`src/rtl/scroll_frame_gen.sv`:
```
// rtl/scroll_frame_gen.sv - 7-column scrolling window over a 5-row message buffer
module scroll_frame_gen #(
    parameter int MSG_LEN = 32
) (
    input  logic        CLK,
    input  logic        RST_N,
    input  logic        ch0,
    input  logic        ch1,
    input  logic        shift_tick,
    input  logic        wr_en,
    input  logic [4:0]  wr_addr,
    input  logic [4:0]  wr_data,
    output logic [34:0] frame,
    output logic [4:0]  pos,
    output logic        frame_upd
);

    typedef enum logic [1:0] {
        HOLD  = 2'b00,
        LEFT  = 2'b01,
        RIGHT = 2'b10,
        BLANK = 2'b11
    } mode_t;

    localparam logic [5:0] LEN6 = 6'(MSG_LEN);
    localparam logic [4:0] LAST = 5'(MSG_LEN - 1);

    logic        ch0_m, ch0_s, ch1_m, ch1_s;
    mode_t       mode;
    logic [4:0]  msg_buf [MSG_LEN];
    logic [4:0]  pos_next;
    logic [34:0] frame_next;
    logic [5:0]  col_idx;

    always_ff @(posedge CLK) begin
        if (!RST_N) begin
            ch0_m <= 1'b0;
            ch0_s <= 1'b0;
            ch1_m <= 1'b0;
            ch1_s <= 1'b0;
        end else begin
            ch0_m <= ch0;
            ch0_s <= ch0_m;
            ch1_m <= ch1;
            ch1_s <= ch1_m;
        end
    end

    assign mode = mode_t'({ch1_s, ch0_s});

    always_comb begin
        pos_next = pos;
        unique case (mode)
            HOLD:  pos_next = pos;
            LEFT:  if (shift_tick) pos_next = (pos == LAST) ? 5'd0 : pos + 5'd1;
            RIGHT: if (shift_tick) pos_next = (pos == 5'd0) ? LAST : pos - 5'd1;
            BLANK: pos_next = 5'd0;
        endcase
    end

    // pos_next < MSG_LEN and k <= 6 < MSG_LEN, so one conditional subtract wraps the index
    always_comb begin
        frame_next = '0;
        col_idx    = '0;
        for (int k = 0; k < 7; k++) begin
            col_idx = {1'b0, pos_next} + 6'(k);
            if (col_idx >= LEN6) begin
                col_idx = col_idx - LEN6;
            end
            frame_next[k*5 +: 5] = msg_buf[col_idx[4:0]];
        end
        if (mode == BLANK) begin
            frame_next = '0;
        end
    end

    always_ff @(posedge CLK) begin
        if (!RST_N) begin
            for (int i = 0; i < MSG_LEN; i++) begin
                msg_buf[i] <= 5'd0;
            end
        end else if (wr_en && ({1'b0, wr_addr} < LEN6)) begin
            msg_buf[wr_addr] <= wr_data;
        end
    end

    always_ff @(posedge CLK) begin
        if (!RST_N) begin
            pos       <= 5'd0;
            frame     <= '0;
            frame_upd <= 1'b0;
        end else begin
            pos       <= pos_next;
            frame     <= frame_next;
            frame_upd <= (frame_next != frame);
        end
    end

endmodule

```
`config.mk`:
```
export PLATFORM = sky130hd
export DESIGN_NAME = scroll_frame_gen
export DESIGN_NICKNAME = d
export VERILOG_FILES = /design/src/rtl/scroll_frame_gen.sv
export SDC_FILE = /design/constraint.sdc
export NUM_CORES = 1
export LEC_CHECK = 0
export ABC_AREA = 1
export BUFFER_PORTS_ARGS = -buffer_cell sky130_fd_sc_hd__buf_2
export CORE_MARGIN = 8
export CORE_UTILIZATION = 45
export DETAILED_ROUTE_END_ITERATION = 12
export SLEW_MARGIN = 20
export SYNTH_ARGS = -nofsm -noshare
export SYNTH_HDL_FRONTEND = slang
export SYNTH_SLANG_ARGS = --single-unit
```
`constraint.sdc`:
```
create_clock -name CLK -period 4.2 [get_ports CLK]
set_input_delay 0.21 -clock CLK [delete_from_list [all_inputs] [get_ports CLK]]
set_output_delay 0.21 -clock CLK [all_outputs]
set_load 0.01 [all_outputs]
```
==> run_results.csv <==
group,metric,value,unit
status,status,"complete, no violations",
critical_path,crit_buf_inv,8,
die,start_util,45.8,%
timing,relSlewSlack,37.3,%
timing,tightestPinTransition,0.933,ns
critical_path,worst-path-stages,25,
logic_synthesis,synth_cells,2368,
global_route,antenna_found_initial,1,
timing,finalHoldViolations,0,
placement,dp.cells,2814,
logic_synthesis,ys_warn_count,0,
placement,port_buffers,56,
detailed_routing,wirelength,68.5,mm
finish,final_nets,2421,
timing,maxSlewViolCount,0,
global_route,grt-ovfl-total,0,
worst_hold_path,holdPathEnd,"ch0_s$_SDFF_PN0_",
detailed_routing,vias,17355,
clocking,root_buffer,"clkbuf_16",
critical_path,crit_fanout,45,
die,coreArea,0.0336,mm^2
placement,place_hpwl,52.0,mm
timing,rsz0062_at_grt,"false",
critical_path,crit_top_cell,"nand3_1",
clocking,clock_path_buffers,3,
critical_path,crit_family,"simple AND/OR/NAND/NOR gates",
logic_synthesis,netlist_area,0.0154,mm^2
clocking,htree_levels,1,
logic_synthesis,ys_seq_elements,205,
worst_hold_path,hold-path-cell-count,3,
die,boundaryPins,57,
flow_run,maxCapViolations,0,
detailed_routing,postRouteAntennaNets,0,
clocking,clkTransAtPathRegs,0.06,ns
logic_synthesis,syn-num-nets,2394,
critical_path,critPathKind,"flop to flop",
placement,place_congestion,1.06,
detailed_routing,drt-vias-per-instance,6.07,
critical_path,critPathSlowestCell,"dfxtp_1",
die,dieArea,0.0404,mm^2
global_route,grt_pass1_wl,102,mm
timing,finalCritPeriodShare,95.4,%
finish,fin_cells,2861,
logic_synthesis,yosysUniqueCellTypes,31,
critical_path,cp-end-kind,"flop",
logic_synthesis,ys.flop_type,"edfxtp_1",
clocking,cts.sinks,205,
finish,area_growth,12.4,%
critical_path,cp_data_required_time,4.60,ns
timing,fmax,0.249,GHz
clocking,insertion_delay,0.56,ns
detailed_routing,dr.pass1.iters,8,
finish,fin_area,0.0173,mm^2
critical_path,start_kind,"flop",
global_route,grtUsageTotal,32.8,%
logic_synthesis,synth_top_cell_area_share,31.2,%
timing,setup_violations,0,
pwr,p_clk_share,25.6,%
pwr,p_switching,3.46,mW
timing,setup_tns,0,ns
pwr,p_per_area,466,mW/mm^2
timing,fin_skew,0.0268,ns
critical_path,arrival,4.41,ns
global_route,grt_pass1_vias,15782,
logic_synthesis,synth_edf_count,160,
clocking,cts_setup_buffers,0,
die,fp-row-count,67,
critical_path,crit-reg2reg-launch,"pos[1]$_SDFF_PN0_",
detailed_routing,drc_errors,0,
finish,diodes,0,
pwr,combPwrFrac,43.3,%
critical_path,r2r_setup_slack,0.19,ns
critical_path,critPathMaxStageDelay,0.33,ns
global_route,grt_max_degree,125,
die,die_h,201,um
detailed_routing,wl_per_cell,23.9,um
critical_path,ff2ff_path_depth,25,
pwr,p_sw_share,43.0,%
logic_synthesis,async_reset_ff_share,0,%
placement,place_area,0.0164,mm^2
pwr,ir_drop,0.324,mV
logic_synthesis,synth.largest_area_cell,"edfxtp_1",
timing,holdWs,0.0947,ns
timing,min_period,4.01,ns
logic_synthesis,syn_avg_cell_area,6.50,um^2
worst_hold_path,hold_start,"RST_N",
clocking,numCtsBuffers,24,
pwr,p_seq_share,31.1,%
finish,num-fill-cells,3453,
critical_path,worst_r2r_endpoint,"frame_upd$_SDFF_PN0_",
detailed_routing,initialDrtViolationCount,2802,
pwr,p_int,4.60,mW
clocking,cts_tree,"built",
die,chipWidth,201,um
finish,layout-drive-gt1-share,8.74,%
pwr,p_leak,8.17,nW
worst_hold_path,min_path_type,"primary input to flop",
logic_synthesis,synthTopCellsByArea,"edfxtp_1 31%, nand3_1 25%, nand2_1 17%",
logic_synthesis,ys_seq_area_share,37.1,%
[through the flow]
| stage | util [%] | power [mW] | setup WS [ns] |
|---|---|---|---|
| 3_5_place_dp | 48.9 | 5.88 | 0.150 |
| 5_1_grt | 51.4 | 8.42 | 0.00335 |
| 2_1_floorplan | - | 4.52 | 0.543 |
| 3_3_place_gp | 48.9 | 5.88 | 0.142 |
| 6_report | 51.4 | 8.06 | 0.192 |
| 4_1_cts | 51.2 | 7.95 | 0.130 |
[worst register-to-register path: cells and delay by family, from the launching register on]
kind            cells  cell delay (ns)
simple gates       15             1.72
fa+ha+maj           1             0.28
compound gates      1             0.34
buf+inv             8             1.17
flops               1             0.33
[cells in the final DEF, fill, tap and decap left out, types with 2 or more instances in the layout]
cell           count
nand2_4            2
clkbuf_16         25
buf_4             79
buf_12            12
buf_2             56
o21ai_0           19
o211ai_1          15
nand2_1          702
dlygate4sd3_1      2
inv_2              8
nand3_1          759
clkinv_1           4
nor2_2             2
clkbuf_1           7
clkinv_2           4
nor2_1           232
nand4_1           26
nor3_1            11
o21ai_1           12
nand2_2            7
buf_6              2
edfxtp_1         160
ha_1              10
inv_1            154
a21oi_1            7
dfxtp_1           45
nand3b_1          25
bufinv_16          2
xor2_1             9
[layout make-up]
type / count / area (um^2) / area share, %
Multi-Input combinational cell: 1848 / 8430 / 48.8
Sequential cell: 205 / 5710 / 33.0
Timing Repair Buffer: 153 / 1210 / 6.99
Clock buffer: 31 / 627 / 3.63
Inverter: 163 / 612 / 3.54
Tap cell: 448 / 561 / 3.24
Clock inverter: 13 / 146 / 0.847
[kinds of logic (layout without fill, tap and decap cells)]
| family | Yosys count | after routing | synth area share (%) |
|---|---|---|---|
| buffers and inverters | 315 | 360 | 8.56 |
| AO/OA/AOI/OAI | 57 | 57 | 2.16 |
| adder cells (fa/ha/maj) | 10 | 10 | 0.813 |
| AND/OR/NAND/NOR | 1769 | 1769 | 50.6 |
| XOR/XNOR | 12 | 12 | 0.732 |
| flip-flops | 205 | 205 | 37.1 |
[cell usage after synthesis, types with 13 or more instances]
cell and count:
clkbuf_1 65, buf_2 47, nand4_1 26, o21ai_1 13, dfxtp_1 45, buf_1 22, nand3_1 759, o21ai_0 19
nand2_1 708, nand3b_1 25, o211ai_1 15, buf_4 16, edfxtp_1 160, nor2_1 232, inv_1 155
[timing repair]
action                                  CTS  global route
hold endpoints to repair                  2             0
endpoints found under the setup margin    0             1
gates resized for setup                   0             7
hold buffers                              2             0
[how the worst max path moves through the flow]
stage,startpoint,end,slack (ns)
3_3_place_gp,pos[0]$_SDFF_PN0_,frame_upd$_SDFF_PN0_,0.14
6_report,pos[1]$_SDFF_PN0_,frame_upd$_SDFF_PN0_,0.19
2_1_floorplan,pos[1]$_SDFF_PN0_,frame_upd$_SDFF_PN0_,0.54
4_1_cts,pos[0]$_SDFF_PN0_,frame_upd$_SDFF_PN0_,0.13
5_1_grt,pos[1]$_SDFF_PN0_,frame_upd$_SDFF_PN0_,0.003
3_5_place_dp,pos[0]$_SDFF_PN0_,frame_upd$_SDFF_PN0_,0.15
[flip-flops by register name, summed over array words and instances (netlist names)]
signal and cells:
msg_buf 160, frame 35, pos 5, ch1_s 1
ch0_m 1, frame_upd 1, ch0_s 1, ch1_m 1
[per-layer routing]
layer / wire length, um / track usage, %
met5: 14 / 0
met4: 2280 / 9.25
met3: 8900 / 9.20
met2: 28000 / 47.2
met1: 29200 / 47.1
[power by group through the flow]
| stage | registers (mW) | logic (mW) | clock network, mW |
|---|---|---|---|
| global route | 2.52 | 3.75 | 2.16 |
| finish | 2.51 | 3.49 | 2.07 |
| global placement | 2.54 | 3.34 | 0 |
| CTS | 2.50 | 3.35 | 2.09 |
| detailed placement | 2.54 | 3.34 | 0 |
| floorplan | 2.51 | 2.01 | 0 |
Note: power is estimated with default switching activity, not from simulation.
